### src/rtl/ps2_cmd_sequencer.sv
// -----------------------------------------------------------------------------
// ps2_cmd_sequencer
//
// Host-side sequencer for a PS/2 command transmitter/receiver pair. It accepts
// a command byte over a valid/ready handshake and starts the transmitter. It
// then waits for the device to answer with ACK (0xFA) or RESEND (0xFE). A
// resend request, a transmitter timeout or a missing answer causes the same
// byte to be sent again, up to MAX_RETRIES extra attempts. Success and final
// failure are each reported by a one-cycle pulse.
//
// Optional feature macro: PS2_SEQ_PARAM_BYTE_EN
//   When defined, the ports cmd_has_param/cmd_param are added. Two-byte
//   commands (command byte + parameter byte, e.g. 0xED LED set) are then
//   sequenced, and done pulses only after the parameter byte is ACKed.
//
// Parameters:
//   ACK_TIMEOUT  clk cycles to wait for a response byte after tx_sent
//   MAX_RETRIES  retransmissions allowed per byte after the first attempt
//
// Ports:
//   clk            system clock
//   reset          asynchronous, active-high reset
//   cmd_in         command byte to send
//   cmd_valid      command request
//   cmd_ready      high only in IDLE; transfer on cmd_valid && cmd_ready
//   cmd_has_param  (feature) command is followed by a parameter byte
//   cmd_param      (feature) parameter byte
//   tx_command     byte presented to the transmitter
//   tx_send        one-cycle transmitter start pulse
//   tx_sent        transmitter byte-sent pulse
//   tx_timeout     transmitter communication-timeout pulse
//   rx_byte        byte from the receiver
//   rx_byte_en     strobe qualifying rx_byte
//   done           one-cycle pulse: sequence acknowledged
//   fail           one-cycle pulse: retries exhausted
//   retry_cnt      retries used by the last or current byte (saturates at 3)
//   debug          state code: IDLE=0 SEND=1 WAIT_TX=2 WAIT_ACK=3 DONE=4 FAIL=5
// -----------------------------------------------------------------------------
module ps2_cmd_sequencer #(
  parameter int ACK_TIMEOUT = 100000,
  parameter int MAX_RETRIES = 3
) (
  input  logic       clk,
  input  logic       reset,
  input  logic [7:0] cmd_in,
  input  logic       cmd_valid,
  output logic       cmd_ready,
`ifdef PS2_SEQ_PARAM_BYTE_EN
  input  logic       cmd_has_param,
  input  logic [7:0] cmd_param,
`endif
  output logic [7:0] tx_command,
  output logic       tx_send,
  input  logic       tx_sent,
  input  logic       tx_timeout,
  input  logic [7:0] rx_byte,
  input  logic       rx_byte_en,
  output logic       done,
  output logic       fail,
  output logic [1:0] retry_cnt,
  output logic [3:0] debug
);

  localparam logic [2:0] S_IDLE     = 3'd0;
  localparam logic [2:0] S_SEND     = 3'd1;
  localparam logic [2:0] S_WAIT_TX  = 3'd2;
  localparam logic [2:0] S_WAIT_ACK = 3'd3;
  localparam logic [2:0] S_DONE     = 3'd4;
  localparam logic [2:0] S_FAIL     = 3'd5;

  localparam logic [7:0] BYTE_ACK    = 8'hFA;
  localparam logic [7:0] BYTE_RESEND = 8'hFE;

  // The ACK counter holds values up to ACK_TIMEOUT, so it never wraps.
  localparam int CNT_W  = $clog2(ACK_TIMEOUT + 1);
  localparam int RTRY_W = (MAX_RETRIES > 0) ? $clog2(MAX_RETRIES + 1) : 1;

  localparam logic [CNT_W-1:0]  ACK_LAST    = CNT_W'(ACK_TIMEOUT);
  localparam logic [RTRY_W-1:0] RETRY_LIMIT = RTRY_W'(MAX_RETRIES);

  logic [2:0]        r_state;
  logic              r_cmd_ready;
  logic [7:0]        r_tx_command;
  logic              r_tx_send;
  logic              r_done;
  logic              r_fail;
  logic [1:0]        r_retry_cnt;
  logic [RTRY_W-1:0] r_retries;
  logic [CNT_W-1:0]  r_ack_cnt;

`ifdef PS2_SEQ_PARAM_BYTE_EN
  logic              r_has_param;
  logic [7:0]        r_param;
  logic              r_param_phase;
`endif

  logic w_in_tx;
  logic w_in_ack;
  logic w_byte_ack;
  logic w_byte_resend;
  logic w_ack_expired;
  logic w_retry_req;
  logic w_can_retry;
  logic w_next_param;

  assign w_in_tx       = (r_state == S_WAIT_TX);
  assign w_in_ack      = (r_state == S_WAIT_ACK);
  assign w_byte_ack    = w_in_ack && rx_byte_en && (rx_byte == BYTE_ACK);
  assign w_byte_resend = w_in_ack && rx_byte_en && (rx_byte == BYTE_RESEND);

  // Counter is cleared on entry to WAIT_ACK and counts every WAIT_ACK cycle,
  // so expiry lands on the (ACK_TIMEOUT+1)-th cycle there. An ACK/RESEND
  // byte on that same cycle takes priority; any other byte does not.
  assign w_ack_expired = w_in_ack && (r_ack_cnt == ACK_LAST) &&
                         !w_byte_ack && !w_byte_resend;

  // tx_timeout alone decides the WAIT_TX outcome when it coincides with tx_sent.
  assign w_retry_req = (w_in_tx && tx_timeout) || w_byte_resend || w_ack_expired;
  assign w_can_retry = (r_retries < RETRY_LIMIT);

`ifdef PS2_SEQ_PARAM_BYTE_EN
  assign w_next_param = r_has_param && !r_param_phase;
`else
  assign w_next_param = 1'b0;
`endif

  // NOTE: all state below is updated with non-blocking assignments so every
  // register samples the pre-edge values of its peers, matching real flops.
  always_ff @(posedge clk or posedge reset) begin
    if (reset) begin
      r_state       <= S_IDLE;
      r_cmd_ready   <= 1'b1;
      r_tx_command  <= 8'h00;
      r_tx_send     <= 1'b0;
      r_done        <= 1'b0;
      r_fail        <= 1'b0;
      r_retry_cnt   <= 2'd0;
      r_retries     <= '0;
      r_ack_cnt     <= '0;
`ifdef PS2_SEQ_PARAM_BYTE_EN
      r_has_param   <= 1'b0;
      r_param       <= 8'h00;
      r_param_phase <= 1'b0;
`endif
    end else begin
      // Pulse outputs default low; only the transitions below raise them.
      r_tx_send <= 1'b0;
      r_done    <= 1'b0;
      r_fail    <= 1'b0;

      if (w_retry_req) begin
        if (w_can_retry) begin
          r_retries   <= r_retries + 1'b1;
          r_retry_cnt <= (r_retry_cnt == 2'd3) ? 2'd3 : r_retry_cnt + 2'd1;
          r_state     <= S_SEND;
          r_tx_send   <= 1'b1;
        end else begin
          r_state <= S_FAIL;
          r_fail  <= 1'b1;
        end
      end else begin
        case (r_state)
          S_IDLE: begin
            if (cmd_valid) begin
              r_tx_command  <= cmd_in;
              r_retries     <= '0;
              r_retry_cnt   <= 2'd0;
              r_ack_cnt     <= '0;
              r_cmd_ready   <= 1'b0;
              r_state       <= S_SEND;
              r_tx_send     <= 1'b1;
`ifdef PS2_SEQ_PARAM_BYTE_EN
              r_has_param   <= cmd_has_param;
              r_param       <= cmd_param;
              r_param_phase <= 1'b0;
`endif
            end
          end

          // tx_send was raised on the way in, so it lasts exactly this cycle.
          S_SEND: r_state <= S_WAIT_TX;

          S_WAIT_TX: begin
            if (tx_sent) begin
              r_ack_cnt <= '0;
              r_state   <= S_WAIT_ACK;
            end
          end

          S_WAIT_ACK: begin
            if (w_byte_ack) begin
              if (w_next_param) begin
                // Command byte accepted: the parameter byte gets its own
                // full retry budget, and a resend repeats only that byte.
`ifdef PS2_SEQ_PARAM_BYTE_EN
                r_tx_command  <= r_param;
                r_param_phase <= 1'b1;
`endif
                r_retries   <= '0;
                r_retry_cnt <= 2'd0;
                r_state     <= S_SEND;
                r_tx_send   <= 1'b1;
              end else begin
                r_state <= S_DONE;
                r_done  <= 1'b1;
              end
            end else begin
              r_ack_cnt <= r_ack_cnt + 1'b1;
            end
          end

          S_DONE, S_FAIL: begin
            r_state     <= S_IDLE;
            r_cmd_ready <= 1'b1;
          end

          default: begin
            r_state     <= S_IDLE;
            r_cmd_ready <= 1'b1;
          end
        endcase
      end
    end
  end

  assign cmd_ready  = r_cmd_ready;
  assign tx_command = r_tx_command;
  assign tx_send    = r_tx_send;
  assign done       = r_done;
  assign fail       = r_fail;
  assign retry_cnt  = r_retry_cnt;
  assign debug      = {1'b0, r_state};

endmodule
### config.mk
export PLATFORM = sky130hd
export DESIGN_NAME = ps2_cmd_sequencer
export DESIGN_NICKNAME = d
export VERILOG_FILES = /design/src/rtl/ps2_cmd_sequencer.sv
export SDC_FILE = /design/constraint.sdc
export NUM_CORES = 1
export LEC_CHECK = 0
export BUFFER_PORTS_ARGS = -buffer_cell sky130_fd_sc_hd__buf_2
export CORE_ASPECT_RATIO = 0.8
export CORE_UTILIZATION = 49
export CTS_CLUSTER_DIAMETER = 30
export DETAILED_ROUTE_END_ITERATION = 6
export HOLD_SLACK_MARGIN = 0.15
export PLACE_DENSITY = 0.85
export RECOVER_POWER = 25
export SETUP_SLACK_MARGIN = 0.3
export SLEW_MARGIN = 25
export SYNTH_ARGS = -nofsm -noshare
export SYNTH_HDL_FRONTEND = slang
export SYNTH_SLANG_ARGS = --single-unit
### constraint.sdc
create_clock -name clk -period 2.1 [get_ports clk]
set_clock_uncertainty 0.2 [all_clocks]
set_input_delay 0 -clock clk [delete_from_list [all_inputs] [get_ports clk]]
set_output_delay 0 -clock clk [all_outputs]
set_load 0.02 [all_outputs]
==> results.txt <==
Post-synth EDFFs - 0
Post-DP HPWL - 3230 um
Routability Congestion - 0.855
max-slew violation total from the final report - 0
Synth Net Count - 229
Slew HR - 41.7%
Max clock buf depth - 2
layout cells sized above 1 - 44.8%
Global Route met1 Usage - 36.1%
status - finished, violations left
Crit path arrival time - 2080 ps
Buffers on Ports - 38
first-pass GRT wire length - 8450 um
critical path fanouts, max - 5
initial antenna violation count - 0
Clk Latency, worst-skew pair - 300 ps
most frequent cells in the layout - nand2_1, buf_2, buf_4
Cells after Synth - 204
synthesis-stage register bit count - 36
Critical Path End Type - flip-flop
Worst Tran Pin Value - 875 ps
RSZ-0062 raised after global routing - true
DRT Pass-1 Iters - 5
Max rail drop VDD - 779 uV
hold-fix buffer count after cts - 11
crit start category - flip-flop
max_cap viols - 0
WS Path Type - reg -> reg
commonest register cell after synthesis - dfrtp_1
Hold WS - -34.0 ps
Hold Violations, Final - 2
count of final setup violators - 0
minimum clock period - 2090 ps
area of the mapped netlist - 1930 sq um
ANT cells - 0
Final Cycle Share - 99.6%
Wirelength per Cell - 16.4 um
met3 Resource Use GR - 4.87%
row count - 19
# DRC - 0
fill count - 206
Core ar. - 3590 sq um
Die W - 72.1 um
number of top-level pins - 40
CP required - 2080 ps
CTS tree - yes
detailed-route via count - 1916
initial core utilization - 53.7%
# clock sinks - 36
Achievable Freq - 0.478 GHz
Final Net Count - 312
die height - 58.1 um
Final ANT Viol Nets - 0
Static Leak - 0.00132 uW
Post-Route WL - 5580 um
total track usage - 26.7%
synth unique cells - 48
CTS buffer count - 5
Top Usage Layer GRT - met2
largest net degree at the start of global routing - 37
Async S/R FF share, synth - 100%
register area share after synthesis - 46.8%
Cell Pwr Density - 1230 nW/um^2
DR iter-0 viols - 118
Area Overhead vs Synth - 48.1%
clk slew on worst S/H paths - 70 ps
total global routing overflow - 0
failing checks - negative hold slack
clock root buffer - clkbuf_8
die area - 4190 sq um
commonest non-fill, non-tap cell in the layout - nand2_1
vias per cell - 5.64
number of global-route vias before repair - 1799
setup_tns - 0 ps
met2 usage - 44.1%
Yosys warnings - 0
Avg Cell Area, Syn - 9.45 sq um
post-layout util - 79.5%
hold crit path type - in -> reg
H-Tree Depth - 2
Yosys cell counts, types with 2 or more instances:
cell type | count | area share (%)
a21bo_2 | 2 | 1.0
o41ai_1 | 6 | 2.7
buf_4 | 3 | 1.2
o21ai_0 | 8 | 2.1
inv_1 | 11 | 2.1
nor3_1 | 8 | 2.1
nor2_1 | 8 | 1.6
ha_1 | 3 | 1.9
nor3b_1 | 4 | 1.6
a21o_1 | 3 | 1.2
dfrtp_1 | 35 | 45
o31a_1 | 2 | 0.91
nand2_1 | 42 | 8.2
o22a_1 | 10 | 4.5
a31oi_1 | 2 | 0.65
mux2i_1 | 3 | 1.6
buf_2 | 4 | 1.0
clkbuf_1 | 2 | 0.39
nor4_1 | 3 | 0.97
buf_6 | 2 | 1.2
or4_1 | 2 | 0.78
nand3_1 | 11 | 2.9
o31ai_1 | 5 | 1.9
kinds of logic after synthesis:
family          Yosys count  synth area share, %
fa+ha+maj                 3                 1.95
flops                    36                 46.8
simple gates             93                 25.4
other cells               1                0.194
buf+inv                  23                 6.10
mux                       3                 1.56
compound gates           45                 18.0
where the power goes:
| group | internal, uW | leakage [uW] | switching (uW) |
|---|---|---|---|
| sequential | 902 | 0.000458 | 174 |
| combinational | 788 | 0.000810 | 1050 |
| clock | 352 | 0.0000552 | 251 |
| total | 2040 | 0.00132 | 1470 |
layer usage:
| metal | share of wire (%) | wire length (um) | vias up |
|---|---|---|---|
| li1 | - | - | 902 |
| met1 | 43 | 2380 | 901 |
| met2 | 47 | 2630 | 94 |
| met3 | 7.3 | 410 | 19 |
| met4 | 2.8 | 155 | 0 |
| met5 | 0 | 0 | - |
repair_timing:
item | CTS | global route
endpoints found under the setup margin | 26 | 26
gates cloned | 2 | 0
gates resized for setup | 41 | 14
pin swaps | 13 | 2
endpoints found under the hold margin | 57 | 6
buffers inserted | 11 | 2
per-stage QoR:
stage / cells / total power [uW] / worst slack, ps / hold slack [ps] / instance area (sq um)
global placement: 306 / 2400 / -9.38 / -78.9 / 2290
finish: 340 / 3520 / 8.90 / -34.0 / 2860
global route: 340 / 3700 / 1.67 / -34.2 / 2860
floorplan: 204 / 2040 / -68.6 / -94.6 / 1940
detailed placement: 306 / 2440 / -52.0 / -79.7 / 2290
CTS: 338 / 3380 / 97.2 / -45.9 / 2780
state kept, by name, summed over array words and instances, names as in the netlist:
| signal | count |
|---|---|
| tx_command | 8 |
| cmd_ready | 1 |
| tx_send | 1 |
| fail | 1 |
| r_ack_cnt | 17 |
| done | 1 |
| retry_cnt | 2 |
| r_state | 3 |
| r_retries | 2 |
final timing paths:
kind                          startpoint       endpoint  slack [ps]  cells past startpoint
min in group asynchronous          reset  r_ack_cnt[16]         310                      4
setup / recovery           r_ack_cnt[13]   r_ack_cnt[7]           9                      6
setup reg to reg           r_ack_cnt[13]   r_ack_cnt[7]           9                      6
max in group asynchronous          reset   r_ack_cnt[5]         790                      4
hold / removal                rx_byte[2]           done         -30                      4
hold reg to reg            tx_command[7]  tx_command[7]         290                      2
worst max-delay path, stage by stage, from the launching register on:
cell and delay, ps:
dfrtp_1 420, nor4_2 550, nand3_4 160, o21bai_4 220, buf_4 180, nor3_1 50
o22a_1 190
area by class of cell:
type	count	area [sq um]	area share [%]
Tap cell	52	65.1	2.28
Sequential cell	36	910	31.9
Clock inverter	2	35.0	1.23
Clock buffer	6	72.6	2.54
Inverter	12	47.5	1.67
Multi-Input combinational cell	146	1130	39.6
Timing Repair Buffer	86	594	20.8
Power figures use the tool's default switching activity.
